**src/rtl/mv_row_sequencer_if.sv**
```systemverilog
// Row-sequencer handshake bundle: job control, column-beat stream, MAC strobes and row writeback.
// master = sequencer side, slave = fetch/step-counter/MAC/writeback side.
interface mv_row_sequencer_if #(
  parameter int unsigned ROW_WIDTH = 11
);
  logic                 start;
  logic [ROW_WIDTH-1:0] n_rows;
  logic                 col_ov;
  logic                 cnt;
  logic                 beat_valid;
  logic                 beat_ready;
  logic                 acc_en;
  logic                 acc_clr;
  logic                 row_valid;
  logic                 row_ready;
  logic [ROW_WIDTH-1:0] row_idx;
  logic                 busy;
  logic                 done;

  modport master (
    input  start, n_rows, col_ov, beat_valid, row_ready,
    output cnt, beat_ready, acc_en, acc_clr, row_valid, row_idx, busy, done
  );

  modport slave (
    output start, n_rows, col_ov, beat_valid, row_ready,
    input  cnt, beat_ready, acc_en, acc_clr, row_valid, row_idx, busy, done
  );
endinterface

```
**src/rtl/mv_row_sequencer.sv**
```systemverilog
// Row-level control FSM of the matrix-vector accelerator: streams column beats into the
// step counter until it overflows, drains the MAC pipeline, then hands each row downstream.
module mv_row_sequencer #(
  parameter int unsigned ROW_WIDTH = 11,
  parameter int unsigned ACC_LAT   = 3
) (
  input  logic                clk,
  input  logic                rstn,
  mv_row_sequencer_if.master  bus
);
  localparam int unsigned DW = 4;

  typedef enum logic [1:0] {IDLE, ROW, DRAIN, EMIT} state_e;

  state_e               state_q, state_d;
  logic [ROW_WIDTH-1:0] row_idx_q, row_idx_d;
  logic [ROW_WIDTH-1:0] n_rows_q, n_rows_d;
  logic [DW-1:0]        drain_q, drain_d;
  logic                 acc_clr_q, acc_clr_d;
  logic                 row_valid_q, row_valid_d;
  logic                 done_q, done_d;
  logic                 beat_ready_c;

  // Never accept a beat while the step counter reports overflow, so no beat crosses a row.
  assign beat_ready_c   = (state_q == ROW) && !bus.col_ov;
  assign bus.beat_ready = beat_ready_c;
  assign bus.cnt        = beat_ready_c & bus.beat_valid;
  assign bus.acc_en     = beat_ready_c & bus.beat_valid;
  assign bus.acc_clr    = acc_clr_q;
  assign bus.row_valid  = row_valid_q;
  assign bus.row_idx    = row_idx_q;
  assign bus.busy       = (state_q != IDLE);
  assign bus.done       = done_q;

  always_comb begin
    state_d     = state_q;
    row_idx_d   = row_idx_q;
    n_rows_d    = n_rows_q;
    drain_d     = drain_q;
    acc_clr_d   = 1'b0;
    row_valid_d = row_valid_q;
    done_d      = 1'b0;

    case (state_q)
      IDLE: begin
        // A start coinciding with the done pulse is dropped.
        if (bus.start && !done_q) begin
          if (bus.n_rows != '0) begin
            n_rows_d  = bus.n_rows;
            row_idx_d = '0;
            acc_clr_d = 1'b1;
            state_d   = ROW;
          end else begin
            done_d = 1'b1;
          end
        end
      end
      ROW: begin
        if (bus.col_ov) begin
          if (ACC_LAT == 0) begin
            row_valid_d = 1'b1;
            state_d     = EMIT;
          end else begin
            drain_d = DW'(ACC_LAT - 1);
            state_d = DRAIN;
          end
        end
      end
      DRAIN: begin
        if (drain_q == '0) begin
          row_valid_d = 1'b1;
          state_d     = EMIT;
        end else begin
          drain_d = drain_q - DW'(1);
        end
      end
      EMIT: begin
        if (bus.row_ready) begin
          row_valid_d = 1'b0;
          if (row_idx_q == n_rows_q - ROW_WIDTH'(1)) begin
            done_d  = 1'b1;
            state_d = IDLE;
          end else begin
            row_idx_d = row_idx_q + ROW_WIDTH'(1);
            acc_clr_d = 1'b1;
            state_d   = ROW;
          end
        end
      end
      default: state_d = IDLE;
    endcase
  end

  always_ff @(posedge clk or negedge rstn) begin
    if (!rstn) begin
      state_q     <= IDLE;
      row_idx_q   <= '0;
      n_rows_q    <= '0;
      drain_q     <= '0;
      acc_clr_q   <= 1'b0;
      row_valid_q <= 1'b0;
      done_q      <= 1'b0;
    end else begin
      state_q     <= state_d;
      row_idx_q   <= row_idx_d;
      n_rows_q    <= n_rows_d;
      drain_q     <= drain_d;
      acc_clr_q   <= acc_clr_d;
      row_valid_q <= row_valid_d;
      done_q      <= done_d;
    end
  end
endmodule
```
**src/flat_wrapper.sv**
```systemverilog
// flat-port wrapper written by rule: the top's interface ports become plain ports
module mv_row_sequencer_flat 
#(
  parameter int unsigned ROW_WIDTH = 11,
  parameter int unsigned ACC_LAT   = 3
)
  (clk, rstn, bus_start, bus_n_rows, bus_col_ov, bus_beat_valid, bus_row_ready, bus_cnt, bus_beat_ready, bus_acc_en, bus_acc_clr, bus_row_valid, bus_row_idx, bus_busy, bus_done);
  mv_row_sequencer_if #(.ROW_WIDTH(ROW_WIDTH)) bus_i ();
  input  logic clk;
  input  logic rstn;
  input wire logic [$bits(bus_i.start)-1:0] bus_start;
  input wire logic [$bits(bus_i.n_rows)-1:0] bus_n_rows;
  input wire logic [$bits(bus_i.col_ov)-1:0] bus_col_ov;
  input wire logic [$bits(bus_i.beat_valid)-1:0] bus_beat_valid;
  input wire logic [$bits(bus_i.row_ready)-1:0] bus_row_ready;
  output wire logic [$bits(bus_i.cnt)-1:0] bus_cnt;
  output wire logic [$bits(bus_i.beat_ready)-1:0] bus_beat_ready;
  output wire logic [$bits(bus_i.acc_en)-1:0] bus_acc_en;
  output wire logic [$bits(bus_i.acc_clr)-1:0] bus_acc_clr;
  output wire logic [$bits(bus_i.row_valid)-1:0] bus_row_valid;
  output wire logic [$bits(bus_i.row_idx)-1:0] bus_row_idx;
  output wire logic [$bits(bus_i.busy)-1:0] bus_busy;
  output wire logic [$bits(bus_i.done)-1:0] bus_done;
  assign bus_i.start = bus_start;
  assign bus_i.n_rows = bus_n_rows;
  assign bus_i.col_ov = bus_col_ov;
  assign bus_i.beat_valid = bus_beat_valid;
  assign bus_i.row_ready = bus_row_ready;
  assign bus_cnt = bus_i.cnt;
  assign bus_beat_ready = bus_i.beat_ready;
  assign bus_acc_en = bus_i.acc_en;
  assign bus_acc_clr = bus_i.acc_clr;
  assign bus_row_valid = bus_i.row_valid;
  assign bus_row_idx = bus_i.row_idx;
  assign bus_busy = bus_i.busy;
  assign bus_done = bus_i.done;
  mv_row_sequencer #(.ROW_WIDTH(ROW_WIDTH), .ACC_LAT(ACC_LAT)) u_core (.clk(clk), .rstn(rstn), .bus(bus_i));
endmodule
```
**config.mk**
```make
export PLATFORM = sky130hd
export DESIGN_NAME = mv_row_sequencer_flat
export DESIGN_NICKNAME = d
export VERILOG_FILES = /design/src/rtl/mv_row_sequencer_if.sv /design/src/rtl/mv_row_sequencer.sv /design/src/flat_wrapper.sv
export SDC_FILE = /design/constraint.sdc
export NUM_CORES = 1
export LEC_CHECK = 0
export BUFFER_PORTS_ARGS = -buffer_cell sky130_fd_sc_hd__buf_2
export CORE_MARGIN = 2
export CORE_UTILIZATION = 60
export DETAILED_ROUTE_END_ITERATION = 7
export PLACE_DENSITY = 0.84
export REMOVE_ABC_BUFFERS = 1
export SYNTH_ARGS = -nofsm -noshare
export SYNTH_HDL_FRONTEND = slang
export SYNTH_SLANG_ARGS = --single-unit
```
**constraint.sdc**
```tcl
create_clock -name clk -period 4.2 [get_ports clk]
set_input_delay 0.84 -clock clk [delete_from_list [all_inputs] [get_ports clk]]
set_output_delay 0.84 -clock clk [all_outputs]
set_load 0.01 [all_outputs]
```
# After elaboration in Yosys (flattened, before gate mapping)

Cells that the tools add are included.

Register bits: 31
Input port bits: 17
Output and inout port bits: 18
Logic and storage cells: 66

Add/sub/neg operators: 3
Equality and inequality tests: 11
Mux-type cells: 28
Bitwise gates (word level): 1
Reductions and logical operators: 16

Operators with widths:

| operator                                                                | count |
|---|---|
| 11-bit 2-to-1 mux                                                       | 4 |
| 11-bit case mux with 2 select lines                                     | 1 |
| 11-bit by 1-bit adder with 11-bit output, second input constant         | 1 |
| 11-bit == test                                                          | 1 |
| 1-bit 2-to-1 mux                                                        | 11 |
| 11-bit nonzero test                                                     | 1 |
| 11-bit by 1-bit subtractor with 11-bit output, second input constant    | 1 |
| 2-bit 2-to-1 mux                                                        | 5 |
| 5-bit AND reduction                                                     | 2 |
| 3-bit AND reduction                                                     | 3 |
| 4-bit 2-to-1 mux                                                        | 2 |
| 2-bit inequality test, second input constant                            | 4 |
| 2-bit case mux with 4 select lines                                      | 1 |
| 4-bit case mux with 2 select lines                                      | 1 |
| 2-bit nonzero test                                                      | 4 |
| 2-bit by 1-bit inequality test with 1-bit output, second input constant | 3 |
| 1-bit case mux with 2 select lines                                      | 3 |
| 2-bit == test, second input constant                                    | 2 |
| 4-bit logical NOT                                                       | 1 |
| 4-bit by 1-bit subtractor with 4-bit output, second input constant      | 1 |
| 2-bit by 1-bit == test with 1-bit output, second input constant         | 1 |
| 1-bit logical AND                                                       | 2 |
| 1-bit logical NOT                                                       | 2 |
| 2-bit logical NOT                                                       | 1 |
| 1-bit bitwise AND                                                       | 1 |

# Depth between registers and ports, before layout

Depth in word-level cells: 5
Gate-level depth with buffers: 11

# Least setup slack after synthesis

No wires, ideal clock.

Kind: register -> register
From: register u_core.n_rows_q[0]
To: register u_core.row_idx_q[6], in the netlist u_core.bus.row_idx[6]
Arrival: 2.484 ns
Required time: 4.076 ns
Setup slack: 1.592 ns
Stages on the path, launching flop included: 10
Path buffers: 1
Clock period less this slack: 2.608 ns
Path through: dfrtp_1 inv_1 ha_1 xnor2_1 or3_1 or4_4 o31ai_4 buf_6 nor3_1 a211o_1

Word-level cells in the longest chain between the ends: 4

RTL lines:

| element                                       | line                    | RTL |
|---|---|---|
| start: declaration                            | mv_row_sequencer.sv:17  | `logic [ROW_WIDTH-1:0] n_rows_q, n_rows_d;` |
| start signal: assignment                      | mv_row_sequencer.sv:106 | `n_rows_q <= n_rows_d;` |
| 11-bit by 1-bit subtractor with 11-bit output | mv_row_sequencer.sv:80  | `if (row_idx_q == n_rows_q - ROW_WIDTH'(1)) begin` |
| 11-bit == test                                | mv_row_sequencer.sv:80  |  |
| 2-bit inequality test (no source line)        | -                       |  |
| 5-bit AND reduction (no source line)          | -                       |  |
| end signal: assignment                        | mv_row_sequencer.sv:105 | `row_idx_q <= row_idx_d;` |
| end: declaration                              | mv_row_sequencer.sv:16  | `logic [ROW_WIDTH-1:0] row_idx_q, row_idx_d;` |

No other way between the ends.
A chain may end at the register's enable or synchronous reset.

# Final worst setup path

Same ends and word-level chain as after synthesis.

==> metrics.md <==
| Metric | Value |
|---|---|
| Post-cts repair resize count | 0 |
| Drt total wl | ~4.3 mm |
| P_int | just over 0.8 mW |
| Post-synth EDFFs | 0 |
| WL/cell | 14.17 um |
| Sw Pwr | approximately 0.63 mW |
| Max Fanout on Critical Path | 22 |
| Slowest-stage cell, CP | o31ai_4 |
| Cell Count, Final, Fillers Out | a little over 300 |
| Fin nets | between 200 and 300 |
| Worst setup margin | between 1 and 1.5 ns |
| Hold_buf cts | 0 |
| HP Class | primary input to async pin |
| Setup Fix Bufs, Post-CTS | 0 |
| Status | completed |
| DRC Markers | 0 |
| Inserted Clock Buffers | 5 |
| Synth top area share | 0.3662 |
| Hpwl dp | ~3.2 mm |
| Sw Share | 0.4334 |
| First-pass GRT wire length | approximately 7.6 mm |
| Setup crit start kind | register |
| Setup TNS | 0 ns |
| CTS Buffer Depth | 2 |
| CTS clock-pin slew for the worst setup and hold paths | roughly 0.10 ns |
| Mean post-synth cell area | ~9.3 sq um |
| Dominant synthesized flop cell | dfrtp_1 |
| Unique masters post-synth | between 50 and 60 |
| Share of flip-flops with an asynchronous set or reset | 1.000 |
| Overall die area | just over 0.004 sq mm |
| R2r endpoint | u_core.bus.row_idx[6]$_DFFE_PN0P_ |
| H-tree Lvls | 2 |
| Drt first pass iters | 4 |
| Sequential fraction of the synthesis area | 0.3662 |
| Pre-CTS setup slack | approximately 1.1 ns |
| Placement Rows | 21 |
| Max_cap viols | 0 |
| Setup Viol. Count Final | 0 |
| Die Width | approximately 63 um |
| Initial antenna violation count | 0 |
| Syn Inst Count | 228 |
| CP max stage delay | 0.70 ns |
| Highest clock rate | roughly 320 MHz |
| Initial core utilization | 0.6298 |
| Root buf cell | clkbuf_4 |
| Antenna Nets Post-Route | 0 |
| Pin count of the biggest net entering global routing | 32 |
| Placeable Area | about 0.0034 sq mm |
| Max-slew violation count | 0 |
| Type of destination of the critical path | register |
| Clock network fraction of total power | 0.140 |
| Worst Path Arrival | about 3.4 ns |
| Comb pwr share | 0.490 |
| TritonCTS clock tree | yes |
| Vias post-DR | 1757 |
| Worst Tran Pin Value | just under 0.9 ns |
| Critical path type | register to register |
| Skew-Pair Late Insertion Delay | between 0.3 and 0.4 ns |
| Peak supply drop | ~0.34 mV |
| Final min period | 3.111 ns |
| Worst path required time | ~4.4 ns |
| Vias in the first global route | about 1600 |
| Yosys top cell by area | dfrtp_1 |
| Area delta synth->final | 10.69% |
| Grt ovf | 0 |
| Pwr per Cell Area | slightly above 600 mW/mm^2 |
| Pleak | 1.064 nW |
| Clk_skew | 0.005764 ns |
| Final period utilization | 0.7408 |
| Mapped Area | 0.002118 sq mm |
| Placed cell count | slightly below 300 |
| Flop pwr share | 0.370 |
| Antenna diodes | 0 |
| DRT iter0 DRCs | around 100 |
| CP Cell Sequence | inv_1 -> ha_1 -> nor2b_4 -> a31oi_1 -> or3_1 -> or4_4 -> o31ai_4 -> nor3_1 -> a211o_1 |
| Synth warn | 0 |
| RSZ-0062 raised after global routing | no |
| Reg-to-reg startpoint | u_core.n_rows_q[0]$_DFFE_PN0P_ |
| Flip-flop and latch count after synthesis | 31 |
| IO Port Bufs | 34 |
| Vias per cell | 5.799 |
| Die Ht | 63.42 um |
| Top Ports | 35 |
| CTS sink cnt | 31 |
| Fin. Hold Viols | 0 |
| Share of cells above drive strength 1 | 0.2412 |
| R2R Setup Slk | ~1.1 ns |
| Cells taking the most area after synthesis | dfrtp_1 (37%), mux2_2 (5.3%), ha_1 (4.7%) |
| Relative slew slack | 0.3911 |
| Gpl congestion | 0.8252 |
| Worst r2r path cells | 9 |
| GRT Total Usage | 0.2451 |
cell usage in the layout (no fill, tap or decap), types with 6 or more instances in the layout:
cell,count
buf_2,34
dfrtp_1,31
nand2_1,26
inv_1,13
nand3_1,12
nor2_1,11
mux2_2,10
xor2_1,8
o21ai_0,8
ha_1,8
xnor2_1,6
nor2b_1,6
or4_1,6
o211ai_1,6
worst max-delay path by stage:
stage / startpoint / to / slack (ns) / cells past startpoint
2_1_floorplan: u_core.n_rows_q[0]$_DFFE_PN0P_ / u_core.bus.row_idx[6]$_DFFE_PN0P_ / 1.39 / 8
3_3_place_gp: u_core.n_rows_q[0]$_DFFE_PN0P_ / u_core.bus.row_idx[6]$_DFFE_PN0P_ / 1.23 / 9
3_5_place_dp: u_core.n_rows_q[0]$_DFFE_PN0P_ / u_core.bus.row_idx[6]$_DFFE_PN0P_ / 1.13 / 9
4_1_cts: u_core.n_rows_q[0]$_DFFE_PN0P_ / u_core.bus.row_idx[6]$_DFFE_PN0P_ / 1.11 / 9
5_1_grt: u_core.n_rows_q[0]$_DFFE_PN0P_ / u_core.bus.row_idx[9]$_DFFE_PN0P_ / 0.82 / 9
6_report: u_core.n_rows_q[0]$_DFFE_PN0P_ / u_core.bus.row_idx[6]$_DFFE_PN0P_ / 1.09 / 9
sequential cells by signal (all words and copies together), names as in the netlist:
signal	count
u_core.drain_q	4
u_core.bus.row_idx	11
u_core.bus.acc_clr	1
u_core.state_q	2
u_core.bus.done	1
u_core.bus.row_valid	1
u_core.n_rows_q	11
Yosys cell counts (2+ instances only):
| library cell | count |
|---|---|
| dfrtp_1 | 31 |
| nand2_1 | 26 |
| inv_1 | 13 |
| nand3_1 | 12 |
| nor2_1 | 11 |
| mux2_2 | 10 |
| clkbuf_1 | 9 |
| ha_1 | 8 |
| o21ai_0 | 8 |
| xor2_1 | 8 |
| nor2b_1 | 6 |
| o211ai_1 | 6 |
| or4_1 | 6 |
| xnor2_1 | 6 |
| mux2i_1 | 5 |
| a21oi_1 | 4 |
| nand4_1 | 4 |
| nor3_1 | 4 |
| nor4_1 | 4 |
| a22o_1 | 3 |
| and2_1 | 3 |
| nand2b_1 | 3 |
| o311ai_0 | 3 |
| a211o_1 | 2 |
| a31oi_1 | 2 |
| buf_2 | 2 |
| o21bai_1 | 2 |
| o311a_1 | 2 |
| or3_1 | 2 |
power by group through the flow:
stage                     combinational [mW]  clock (mW)  sequential (mW)
final                                  0.709       0.202            0.535
after CTS                              0.712       0.204            0.535
after detailed placement               0.707           0            0.541
after floorplan                        0.544           0            0.520
after global routing                   0.798       0.220            0.552
after global placement                 0.690           0            0.536
area by class of cell:
type,instances,area [sq um]
fill,282,1018
clock buffer,8,68.82
sequential,31,775.7
timing repair buffer,35,177.7
multi-input combinational,170,1216
tap,46,57.56
inverter,13,48.80
routing by layer:
layer,global-route usage,share of wire
met1,0.3132,0.45
met4,0.08967,0.016
met2,0.3987,0.48
met3,0.06607,0.046
met5,0,0
kinds of logic after synthesis:
logic type,after synthesis,synth area share
AND/OR/NAND/NOR,90,0.2345
AO/OA/AOI/OAI,43,0.1577
flip-flops,31,0.3662
buffers and inverters,27,0.05966
multiplexers,15,0.07679
XOR/XNOR,14,0.05789
adder cells (fa/ha/maj),8,0.04726
stage by stage:
step                hold slack [ns]  power [mW]  cell area, sq um  utilization
global placement             0.4866       1.226              2276       0.6767
CTS                          0.5348       1.451              2345       0.6972
floorplan                    0.4971       1.064              2041            -
finish                       0.5260       1.446              2345       0.6972
global route                 0.5647       1.571              2345       0.6972
detailed placement           0.5147       1.248              2276       0.6767
critical path, delay by kind of cell (launching register included):
family          cells  cell delay (ns)
compound gates      3             1.08
fa+ha+maj           1             0.20
buf+inv             1             0.09
flops               1             0.41
simple gates        4             1.22
Power figures use the tool's default switching activity.
